===== src/rtl/i2c_pkg.sv =====
// Shared types and constants for the I2C request arbiter: FSM states,
// completion status codes and bus field widths.
package i2c_pkg;

   localparam int unsigned AddrW = 7;
   localparam int unsigned DataW = 8;

   typedef enum logic [2:0] {
      StIdle,
      StArb,
      StLaunch,
      StWait,
      StFinish
   } state_e;

   localparam logic [1:0] ERR_OK   = 2'b00;
   localparam logic [1:0] ERR_NACK = 2'b01;
   localparam logic [1:0] ERR_TO   = 2'b10;

endpackage


===== src/rtl/i2c_req_arbiter_if.sv =====
// Requester-side and master-side signals of the arbiter. The master modport is
// the arbiter's own view; the slave modport is the surrounding clients/engine.
interface i2c_req_arbiter_if
   import i2c_pkg::*;
#(
   parameter int unsigned NUM_REQ = 4
);

   logic [NUM_REQ-1:0]       req;
   logic [AddrW*NUM_REQ-1:0] req_addr;
   logic [NUM_REQ-1:0]       req_rw;
   logic [DataW*NUM_REQ-1:0] req_wdata;
   logic [NUM_REQ-1:0]       gnt;
   logic [NUM_REQ-1:0]       done;
   logic [DataW-1:0]         rdata;
   logic [1:0]               err;

   logic                     m_start;
   logic [AddrW-1:0]         m_addr;
   logic                     m_rw;
   logic [DataW-1:0]         m_wdata;
   logic                     m_busy;
   logic                     m_done;
   logic                     m_nack;
   logic [DataW-1:0]         m_rdata;

   modport master (
      input  req, req_addr, req_rw, req_wdata, m_busy, m_done, m_nack, m_rdata,
      output gnt, done, rdata, err, m_start, m_addr, m_rw, m_wdata
   );

   modport slave (
      output req, req_addr, req_rw, req_wdata, m_busy, m_done, m_nack, m_rdata,
      input  gnt, done, rdata, err, m_start, m_addr, m_rw, m_wdata
   );

endinterface


===== src/rtl/i2c_req_arbiter_rr_pick.sv =====
// Combinational round-robin selector: first asserted request at or after the
// pointer, wrapping modulo N. Returns one-hot, binary index and a valid flag.
module rr_pick #(
   parameter int unsigned N    = 4,
   parameter int unsigned IdxW = 2
) (
   input  logic [N-1:0]    req_i,
   input  logic [IdxW-1:0] ptr_i,
   output logic [N-1:0]    gnt_o,
   output logic [IdxW-1:0] idx_o,
   output logic            valid_o
);

   localparam int unsigned SumW = IdxW + 1;

   logic [SumW-1:0] pos;

   always_comb begin
      gnt_o   = '0;
      idx_o   = '0;
      valid_o = 1'b0;
      pos     = '0;
      for (int k = 0; k < N; k++) begin
         pos = {1'b0, ptr_i} + SumW'(k);
         if (pos >= SumW'(N)) pos = pos - SumW'(N);
         if (!valid_o && req_i[pos[IdxW-1:0]]) begin
            valid_o                  = 1'b1;
            idx_o                    = pos[IdxW-1:0];
            gnt_o[pos[IdxW-1:0]]     = 1'b1;
         end
      end
   end

endmodule


===== src/rtl/i2c_req_arbiter.sv =====
// Round-robin arbiter sharing one I2C master engine among NUM_REQ requesters:
// latch the winner's command, launch it, wait for completion or timeout, report back.
module i2c_req_arbiter
   import i2c_pkg::*;
#(
   parameter int unsigned NUM_REQ     = 4,
   parameter int unsigned TIMEOUT_CYC = 65535,
   parameter int unsigned TO_W        = 16
) (
   input logic               clk,
   input logic               rst,
   i2c_req_arbiter_if.master bus
);

   localparam int unsigned IdxW = (NUM_REQ > 1) ? $clog2(NUM_REQ) : 1;

   state_e              state_q, state_d;
   logic [IdxW-1:0]     ptr_q, ptr_d, idx_q, idx_d;
   logic [TO_W-1:0]     cnt_q, cnt_d;
   logic [NUM_REQ-1:0]  gnt_q, gnt_d, done_q, done_d;
   logic [DataW-1:0]    rdata_q, rdata_d, m_wdata_q, m_wdata_d;
   logic [1:0]          err_q, err_d;
   logic                m_start_q, m_start_d, m_rw_q, m_rw_d;
   logic [AddrW-1:0]    m_addr_q, m_addr_d;

   logic [NUM_REQ-1:0]  pick_gnt;
   logic [IdxW-1:0]     pick_idx;
   logic                pick_valid;
   logic                timeout;

   rr_pick #(
      .N    (NUM_REQ),
      .IdxW (IdxW)
   ) u_pick (
      .req_i   (bus.req),
      .ptr_i   (ptr_q),
      .gnt_o   (pick_gnt),
      .idx_o   (pick_idx),
      .valid_o (pick_valid)
   );

   assign timeout = (cnt_q == TO_W'(TIMEOUT_CYC - 1));

   always_ff @(posedge clk or negedge rst) begin
      if (!rst) state_q <= StIdle;
      else      state_q <= state_d;
   end

   always_comb begin
      state_d = state_q;
      case (state_q)
         StIdle:   if (|bus.req && !bus.m_busy) state_d = StArb;
         StArb:    state_d = pick_valid ? StLaunch : StIdle;
         StLaunch: state_d = StWait;
         StWait:   if (bus.m_done || timeout) state_d = StFinish;
         StFinish: state_d = StIdle;
         default:  state_d = StIdle;
      endcase
   end

   // Next values of the registered outputs; done reuses gnt_q as its one-hot target.
   always_comb begin
      gnt_d     = gnt_q;
      done_d    = '0;
      m_start_d = 1'b0;
      m_addr_d  = m_addr_q;
      m_rw_d    = m_rw_q;
      m_wdata_d = m_wdata_q;
      rdata_d   = rdata_q;
      err_d     = err_q;
      cnt_d     = cnt_q;
      ptr_d     = ptr_q;
      idx_d     = idx_q;
      case (state_q)
         StArb: begin
            gnt_d = pick_gnt;
            idx_d = pick_idx;
            for (int i = 0; i < NUM_REQ; i++) begin
               if (pick_gnt[i]) begin
                  m_addr_d  = bus.req_addr[i*AddrW +: AddrW];
                  m_rw_d    = bus.req_rw[i];
                  m_wdata_d = bus.req_wdata[i*DataW +: DataW];
               end
            end
         end
         StLaunch: begin
            m_start_d = 1'b1;
            cnt_d     = '0;
         end
         StWait: begin
            cnt_d = cnt_q + TO_W'(1);
            if (bus.m_done) begin
               done_d = gnt_q;
               err_d  = bus.m_nack ? ERR_NACK : ERR_OK;
               if (m_rw_q) rdata_d = bus.m_rdata;
            end else if (timeout) begin
               done_d = gnt_q;
               err_d  = ERR_TO;
            end
         end
         StFinish: begin
            gnt_d = '0;
            ptr_d = (idx_q == IdxW'(NUM_REQ - 1)) ? '0 : idx_q + IdxW'(1);
         end
         default: ;
      endcase
   end

   always_ff @(posedge clk or negedge rst) begin
      if (!rst) begin
         gnt_q     <= '0;
         done_q    <= '0;
         m_start_q <= 1'b0;
         m_addr_q  <= '0;
         m_rw_q    <= 1'b0;
         m_wdata_q <= '0;
         rdata_q   <= '0;
         err_q     <= ERR_OK;
         cnt_q     <= '0;
         ptr_q     <= '0;
         idx_q     <= '0;
      end else begin
         gnt_q     <= gnt_d;
         done_q    <= done_d;
         m_start_q <= m_start_d;
         m_addr_q  <= m_addr_d;
         m_rw_q    <= m_rw_d;
         m_wdata_q <= m_wdata_d;
         rdata_q   <= rdata_d;
         err_q     <= err_d;
         cnt_q     <= cnt_d;
         ptr_q     <= ptr_d;
         idx_q     <= idx_d;
      end
   end

   assign bus.gnt     = gnt_q;
   assign bus.done    = done_q;
   assign bus.rdata   = rdata_q;
   assign bus.err     = err_q;
   assign bus.m_start = m_start_q;
   assign bus.m_addr  = m_addr_q;
   assign bus.m_rw    = m_rw_q;
   assign bus.m_wdata = m_wdata_q;

endmodule


===== src/flat_wrapper.sv =====
// flat-port wrapper written by rule: the top's interface ports become plain ports
module i2c_req_arbiter_flat import i2c_pkg::*;
#(
   parameter int unsigned NUM_REQ     = 4,
   parameter int unsigned TIMEOUT_CYC = 65535,
   parameter int unsigned TO_W        = 16
)
  (clk, rst, bus_req, bus_req_addr, bus_req_rw, bus_req_wdata, bus_m_busy, bus_m_done, bus_m_nack, bus_m_rdata, bus_gnt, bus_done, bus_rdata, bus_err, bus_m_start, bus_m_addr, bus_m_rw, bus_m_wdata);
  i2c_req_arbiter_if #(.NUM_REQ(NUM_REQ)) bus_i ();
  input logic clk;
  input logic rst;
  input wire logic [$bits(bus_i.req)-1:0] bus_req;
  input wire logic [$bits(bus_i.req_addr)-1:0] bus_req_addr;
  input wire logic [$bits(bus_i.req_rw)-1:0] bus_req_rw;
  input wire logic [$bits(bus_i.req_wdata)-1:0] bus_req_wdata;
  input wire logic [$bits(bus_i.m_busy)-1:0] bus_m_busy;
  input wire logic [$bits(bus_i.m_done)-1:0] bus_m_done;
  input wire logic [$bits(bus_i.m_nack)-1:0] bus_m_nack;
  input wire logic [$bits(bus_i.m_rdata)-1:0] bus_m_rdata;
  output wire logic [$bits(bus_i.gnt)-1:0] bus_gnt;
  output wire logic [$bits(bus_i.done)-1:0] bus_done;
  output wire logic [$bits(bus_i.rdata)-1:0] bus_rdata;
  output wire logic [$bits(bus_i.err)-1:0] bus_err;
  output wire logic [$bits(bus_i.m_start)-1:0] bus_m_start;
  output wire logic [$bits(bus_i.m_addr)-1:0] bus_m_addr;
  output wire logic [$bits(bus_i.m_rw)-1:0] bus_m_rw;
  output wire logic [$bits(bus_i.m_wdata)-1:0] bus_m_wdata;
  assign bus_i.req = bus_req;
  assign bus_i.req_addr = bus_req_addr;
  assign bus_i.req_rw = bus_req_rw;
  assign bus_i.req_wdata = bus_req_wdata;
  assign bus_i.m_busy = bus_m_busy;
  assign bus_i.m_done = bus_m_done;
  assign bus_i.m_nack = bus_m_nack;
  assign bus_i.m_rdata = bus_m_rdata;
  assign bus_gnt = bus_i.gnt;
  assign bus_done = bus_i.done;
  assign bus_rdata = bus_i.rdata;
  assign bus_err = bus_i.err;
  assign bus_m_start = bus_i.m_start;
  assign bus_m_addr = bus_i.m_addr;
  assign bus_m_rw = bus_i.m_rw;
  assign bus_m_wdata = bus_i.m_wdata;
  i2c_req_arbiter #(.NUM_REQ(NUM_REQ), .TIMEOUT_CYC(TIMEOUT_CYC), .TO_W(TO_W)) u_core (.clk(clk), .rst(rst), .bus(bus_i));
endmodule

===== config.mk =====
export PLATFORM = sky130hd
export DESIGN_NAME = i2c_req_arbiter_flat
export DESIGN_NICKNAME = d
export VERILOG_FILES = /design/src/rtl/i2c_pkg.sv /design/src/rtl/i2c_req_arbiter_if.sv /design/src/rtl/i2c_req_arbiter_rr_pick.sv /design/src/rtl/i2c_req_arbiter.sv /design/src/flat_wrapper.sv
export SDC_FILE = /design/constraint.sdc
export NUM_CORES = 1
export LEC_CHECK = 0
export ABC_AREA = 1
export BUFFER_PORTS_ARGS = -buffer_cell sky130_fd_sc_hd__buf_2
export CORE_MARGIN = 3
export CORE_UTILIZATION = 45
export CTS_CLUSTER_DIAMETER = 50
export DETAILED_ROUTE_END_ITERATION = 6
export PLACE_DENSITY = 0.72
export SLEW_MARGIN = 10
export SYNTH_ARGS = -nofsm -noshare
export SYNTH_HDL_FRONTEND = slang
export SYNTH_SLANG_ARGS = --single-unit

===== constraint.sdc =====
create_clock -name clk -period 2.5 [get_ports clk]
set_input_delay 0.375 -clock clk [delete_from_list [all_inputs] [get_ports clk]]
set_output_delay 0.375 -clock clk [all_outputs]
set_load 0.01 [all_outputs]

# --- Word level (Yosys, flattened, before mapping) ---
# Index checks and enable logic that the tools add are counted.
op_classes:
  add_sub_neg: 9
  magnitude_cmp: 12
  n_eq_ne: 8
  n_mux: 58
  bitwise: 3
  reduce_logical: 23
op_table:
  columns: ["cell", "count"]
  rows:
  - ["$mux W8", 4]
  - ["$pmux W16 S2", 1]
  - ["$mux W4", 7]
  - ["$mux W7", 4]
  - ["$mux W2", 12]
  - ["$mux W1", 18]
  - ["$add A16 B1 Y16 const B", 1]
  - ["$eq A16 B16 Y1 const B", 1]
  - ["$lt A2 B3 Y1 const B", 4]
  - ["$or A4 B4 Y4", 3]
  - ["$pmux W3 S4", 1]
  - ["$ge A3 B3 Y1 const B", 3]
  - ["$bmux W1 S2", 4]
  - ["$demux W1 S2", 4]
  - ["$ge A2 B1 Y1 const B", 4]
  - ["$logic_and A1 B1 Y1", 8]
  - ["$pmux W4 S2", 1]
  - ["$sub A2 B1 Y2 const B", 4]
  - ["$add A2 B2 Y3 const B", 2]
  - ["$eq A3 B2 Y1 const B", 2]
  - ["$mux W3", 2]
  - ["$reduce_and A2 Y1", 3]
  - ["$reduce_bool A2 Y1", 3]
  - ["$logic_not A1 Y1", 4]
  - ["12 further kinds", 13]
totals:
  ff_bits: 58
  input_bits: 81
  out_inout_bits: 35

# --- Depth between registers and ports, before layout ---
depth:
  ltp_word: 18
  depth_mapped: 17
  ltp_nobuf: 15

# --- Cells and area by module ---
# Synthesis repeated with hierarchy kept, for this count alone.
hier_totals:
  cells_unflattened: 519
  area_unflattened_um2: 3611.0
by_module_without_submodules:
  columns: ["module", "n_inst", "cells_per_inst", "area_per_inst_um2"]
  rows:
  - ["i2c_req_arbiter", 1, 445, 3170.5]
  - ["rr_pick", 1, 74, 440.4]

# --- Worst setup path before layout ---
# OpenSTA, ideal clock, no wires.
synth_path:
  path_type: "register to register"
  start: "register u_core.ptr_q[0]"
  end: "register u_core.m_rw_q, in the netlist u_core.bus.m_rw"
  setup_ns: 0.065
  arrival_ns: 2.146
  slack_ns: 0.289
  path_stages_with_launch: 17
  path_buffers: 2
  path_cell_list: "dfrtp_1 -> buf_6 -> inv_6 -> ha_1 -> inv_1 -> nand3_1 -> nand2_2 -> nor2_4 -> nand2_2 -> nand2_2 -> nor2_8 -> nand2_8 -> nor2_8 -> a21oi_4 -> buf_6 -> nand3_2 -> nand2_1"
synth_between:
  elab_chain_cells: 17
  word_cells_on_any_way: 64
synth_lines:
  columns: ["item", "line_no", "source"]
  rows:
  - ["start, declared", "i2c_req_arbiter.sv:18", "logic [IdxW-1:0] ptr_q, ptr_d, idx_q, idx_d;"]
  - ["start signal, assigned", "i2c_req_arbiter.sv:132", "ptr_q <= ptr_d;"]
  - ["parallel branches: the longest is 13 deep, another holds $add A2 B1 Y3", null, null]
  - ["$mux W4 (*)", "i2c_req_arbiter_rr_pick.sv:26", "if (!valid_o && req_i[pos[IdxW-1:0]]) begin"]
  - ["$mux W1 (3 in a row)", "i2c_req_arbiter.sv:79", "if (pick_gnt[i]) begin"]
  - ["end signal, assigned", "i2c_req_arbiter.sv:127", "m_rw_q <= m_rw_d;"]
  - ["end, declared", "i2c_req_arbiter.sv:23", "logic m_start_q, m_start_d, m_rw_q, m_rw_d;"]
# Every way passes the cells marked *. The select of a mux whose other input is x is not followed.
# A chain may end at the register's enable or synchronous reset.

# --- Final worst setup path ---
layout_path:
  start: "register u_core.ptr_q[1]"
  end: "register u_core.m_addr_q[4], in the netlist u_core.bus.m_addr[4]"
layout_between:
  elab_chain_cells: 17
  word_cells_on_any_way: 64
layout_lines:
  columns: ["item", "line_no", "source"]
  rows:
  - ["parallel branches: the longest is 13 deep, another holds $add A2 B1 Y3", null, null]
  - ["$mux W4 (*)", "i2c_req_arbiter_rr_pick.sv:26", null]
  - ["$mux W7 (3 in a row)", "i2c_req_arbiter.sv:79", null]
  - ["end signal, assigned", "i2c_req_arbiter.sv:126", "m_addr_q <= m_addr_d;"]
  - ["end, declared", "i2c_req_arbiter.sv:24", "logic [AddrW-1:0] m_addr_q, m_addr_d;"]
# Marks and branches as above.

==> qor.csv <==
stage,metric,value,unit
floorplanning,fp.dieArea,9460,µm²
synth,synth_top_family_by_area,simple AND/OR/NAND/NOR gates,
placement,preCtsSetupSlack,80.4,ps
cells_and_area,n_antenna_cell,0,
pwr,pwr_density_cell,1340,nW/µm²
cells_and_area,final_common_cell,nand2_1,
synth,ys_seq_area_share,38.7,%
global_routing,use_met1,26.4,%
global_routing,antenna_found_initial,0,
timing,finalHoldViolCount,0,
drt,finalWirelength,9510,µm
pwr,power_leakage,2.54,nW
timing,fin_skew,13.3,ps
drt,drtPass1Iterations,4,
clock_tree,clock_sinks,58,
floorplanning,die_y,97.2,µm
timing,slew_headroom,60.3,%
clock_tree,cts_root_buf,clkbuf_8,
pwr,p_comb_share,61.8,%
synth,synth-simple-area-share,37.2,%
pwr,p_int,0.00330,W
timing,period_needed,2310,ps
synth,async_flop_share,100,%
cells_and_area,stdcell_count,715,
global_routing,overflow,0,
hold_path,hold_class,in -> async,
pwr,pwr-share-clk,15.2,%
cells_and_area,seqCellArea,1450,µm²
critical_path,cp_data_required_time,2740,ps
global_routing,grt_pass1_vias,3572,
timing,setup_tns,0,ps
placement,place_inst,697,
timing,fmax,0.432,GHz
global_routing,grt_pass1_wl,16500,µm
floorplanning,dieWidth,97.2,µm
drt,ant_nets,0,
clock_tree,cts_hold_buf,0,
clock_tree,cts_buffers,9,
synth,synthAdderAreaFrac,2.67,%
timing,setup_viol_count_final,0,
critical_path,worstPathArrival,2550,ps
global_routing,grt_use_met2,36.5,%
clock_tree,htree_levels,3,
global_routing,grt.busiest_layer,met2,
clock_tree,cts_tree,built,
pwr,p_total,0.00637,W
pwr,seqPwrFrac,23.0,%
global_routing,grtUsageTotal,20.9,%
drt,drtIter0Drc,182,
cells_and_area,syn_to_final_growth,26.6,%
global_routing,globalRouteMet3Util,3.45,%
drt,wl_per_cell,13.3,µm
pwr,p_sw_share,48.2,%
synth,muxShareOfSynthArea,2.94,%
placement,portBuffers,115,
critical_path,worstSetupEndpointType,flip-flop,
critical_path,rr_startpoint,u_core.ptr_q[1]$_DFFE_PN0N_,
global_routing,grt_max_degree,34,
timing,setup_ws,186,ps
pwr,ir_drop,0.000731,V
critical_path,crit_path_start_kind,flip-flop,
synth,synth_xor_area_share,0.234,%
synth,ys_seq_elements,58,
critical_path,r2r_cells,13,
critical_path,setup.worst_path.start,u_core.ptr_q[1]$_DFFE_PN0N_,
synth,synthFlopType,dfrtp_1,
synth,synth-edff-count,0,
cells_and_area,drive_above_1_share,34.3,%
synth,synth_area,3750,µm²
drt,drc,0,
timing,tightest_slew,596,ps
synth,syn_nets,568,
floorplanning,start_util,47.5,%
clock_tree,clkTransAtPathRegs,70,ps
timing,fin_crit_sh,92.5,%
drt,num_vias,3551,
floorplanning,io_pins,116,
synth,syn_avg_cell_area,7.82,µm²
clock_tree,clock_latency,340,ps
cells_and_area,most-common-layout-cells,"nand2_1 (116), buf_2 (115), inv_1 (71)",
cells_and_area,multi_input_area,1940,µm²
drt,viasPerCell,4.97,
synth,ys_types,41,
synth,synth_compound_area_share,8.48,%
cells_and_area,fillers,681,
pwr,p_switching,0.00307,W
run,cap_violations,0,
run_status,status,finished clean,
cells_and_area,final_net_count,697,
synth,postSynthCellCount,479,
floorplanning,coreArea,7890,µm²
synth,yosysWarnings,0,
timing,drv_slew,0,
critical_path,rr_endpoint,u_core.bus.m_addr[4]$_DFFE_PN0P_,
clock_tree,cts.path.max_buffers,2,
placement,post-dp-hpwl,7330,µm
critical_path,cp_max_fo,12,
floorplanning,row_count,32,
critical_path,crit_type,reg -> reg,
critical_path,rrSetupSlack,190,ps
placement,place_congestion,0.887,
-- kinds of logic after synthesis --
family                     Yosys count
xor gates and xnor gates             1
and+or+nand+nor                    260
AOI/OAI and AO/OA                   54
muxes                               10
DFF                                 58
buffers and inverters               88
adders and majority gates            8
-- layer usage --
metal,routed length [µm],vias to the layer above,part of all wire [%]
met5,0,-,0
met2,4790,141,50
met4,119,0,1.3
met1,4010,1601,42
met3,587,13,6.2
li1,-,1796,-
-- synth_stat cells (6+ instances only) --
cell type | instances | area [µm²]
a21oi_1 | 21 | 105
buf_2 | 6 | 30.0
dfrtp_1 | 58 | 1450
ha_1 | 8 | 100
inv_1 | 71 | 267
mux2_2 | 8 | 90.1
nand2_1 | 116 | 435
nand2_2 | 12 | 75.1
nand3_1 | 52 | 260
nand3_2 | 13 | 130
nor2_1 | 24 | 90.1
nor3_1 | 8 | 40.0
o21ai_0 | 19 | 95.1
or2_1 | 9 | 56.3
or2_2 | 7 | 43.8
-- power groups by stage --
stage / registers, W / logic (W) / clock network (W)
after global placement: 0.00148 / 0.00374 / 0
after floorplan: 0.00156 / 0.00272 / 0
after detailed placement: 0.00148 / 0.00383 / 0
final: 0.00146 / 0.00394 / 0.000968
after CTS: 0.00147 / 0.00387 / 0.000981
after global routing: 0.00150 / 0.00444 / 0.00102
-- sequential cells by signal, indices dropped and copies added (netlist names) --
signal              cells
u_core.cnt_q           16
u_core.bus.m_start      1
u_core.bus.err          2
u_core.state_q          3
u_core.bus.gnt          4
u_core.bus.rdata        8
u_core.idx_q            2
u_core.ptr_q            2
u_core.bus.m_rw         1
u_core.bus.m_wdata      8
u_core.bus.m_addr       7
u_core.bus.done         4
-- worst max-delay path by stage --
stage | to | slack, ps | cells after the start
6_report | u_core.bus.m_addr[4]$_DFFE_PN0P_ | 190 | 13
5_1_grt | u_core.bus.m_rw$_DFFE_PN0P_ | -1 | 13
4_1_cts | u_core.bus.m_wdata[4]$_DFFE_PN0P_ | 60 | 15
3_5_place_dp | u_core.bus.m_wdata[4]$_DFFE_PN0P_ | 80 | 15
3_3_place_gp | u_core.bus.m_addr[1]$_DFFE_PN0P_ | 180 | 15
2_1_floorplan | u_core.bus.m_rw$_DFFE_PN0P_ | 290 | 16
-- what timing repair did --
action / CTS / global route
hold endpoints to repair: 0 / 0
buffers inserted: 0 / 2
resized for setup: 0 / 6
setup endpoints to repair: 0 / 16
-- through the flow --
stage          util, %  cell area (µm²)  hold WS [ps]
6_report          60.1             4740          36.6
5_1_grt           60.1             4740          94.5
4_1_cts           59.7             4710          62.7
3_5_place_dp      56.9             4490           430
3_3_place_gp      56.9             4490           423
2_1_floorplan        -             3750          79.4
-- cell type report --
| class | count | share of cell area, % |
|---|---|---|
| Clock buffer | 11 | 2.98 |
| Clock inverter | 5 | 1.64 |
| Inverter | 78 | 6.33 |
| Multi-Input combinational cell | 333 | 40.9 |
| Sequential cell | 58 | 30.6 |
| Tap cell | 102 | 2.69 |
| Timing Repair Buffer | 128 | 14.8 |
-- critical path, stage by stage (launching register included) --
cell and delay (ps):
dfrtp_2 440, inv_2 130, ha_2 330, inv_1 100
nand3_1 100, nand2_2 100, nor2_4 70, a21oi_2 170
nand3_4 160, buf_4 220, a21oi_1 130, nand2_1 110
nand3_2 90, nand2_1 50
No activity file was read; power rests on OpenSTA's default activity.
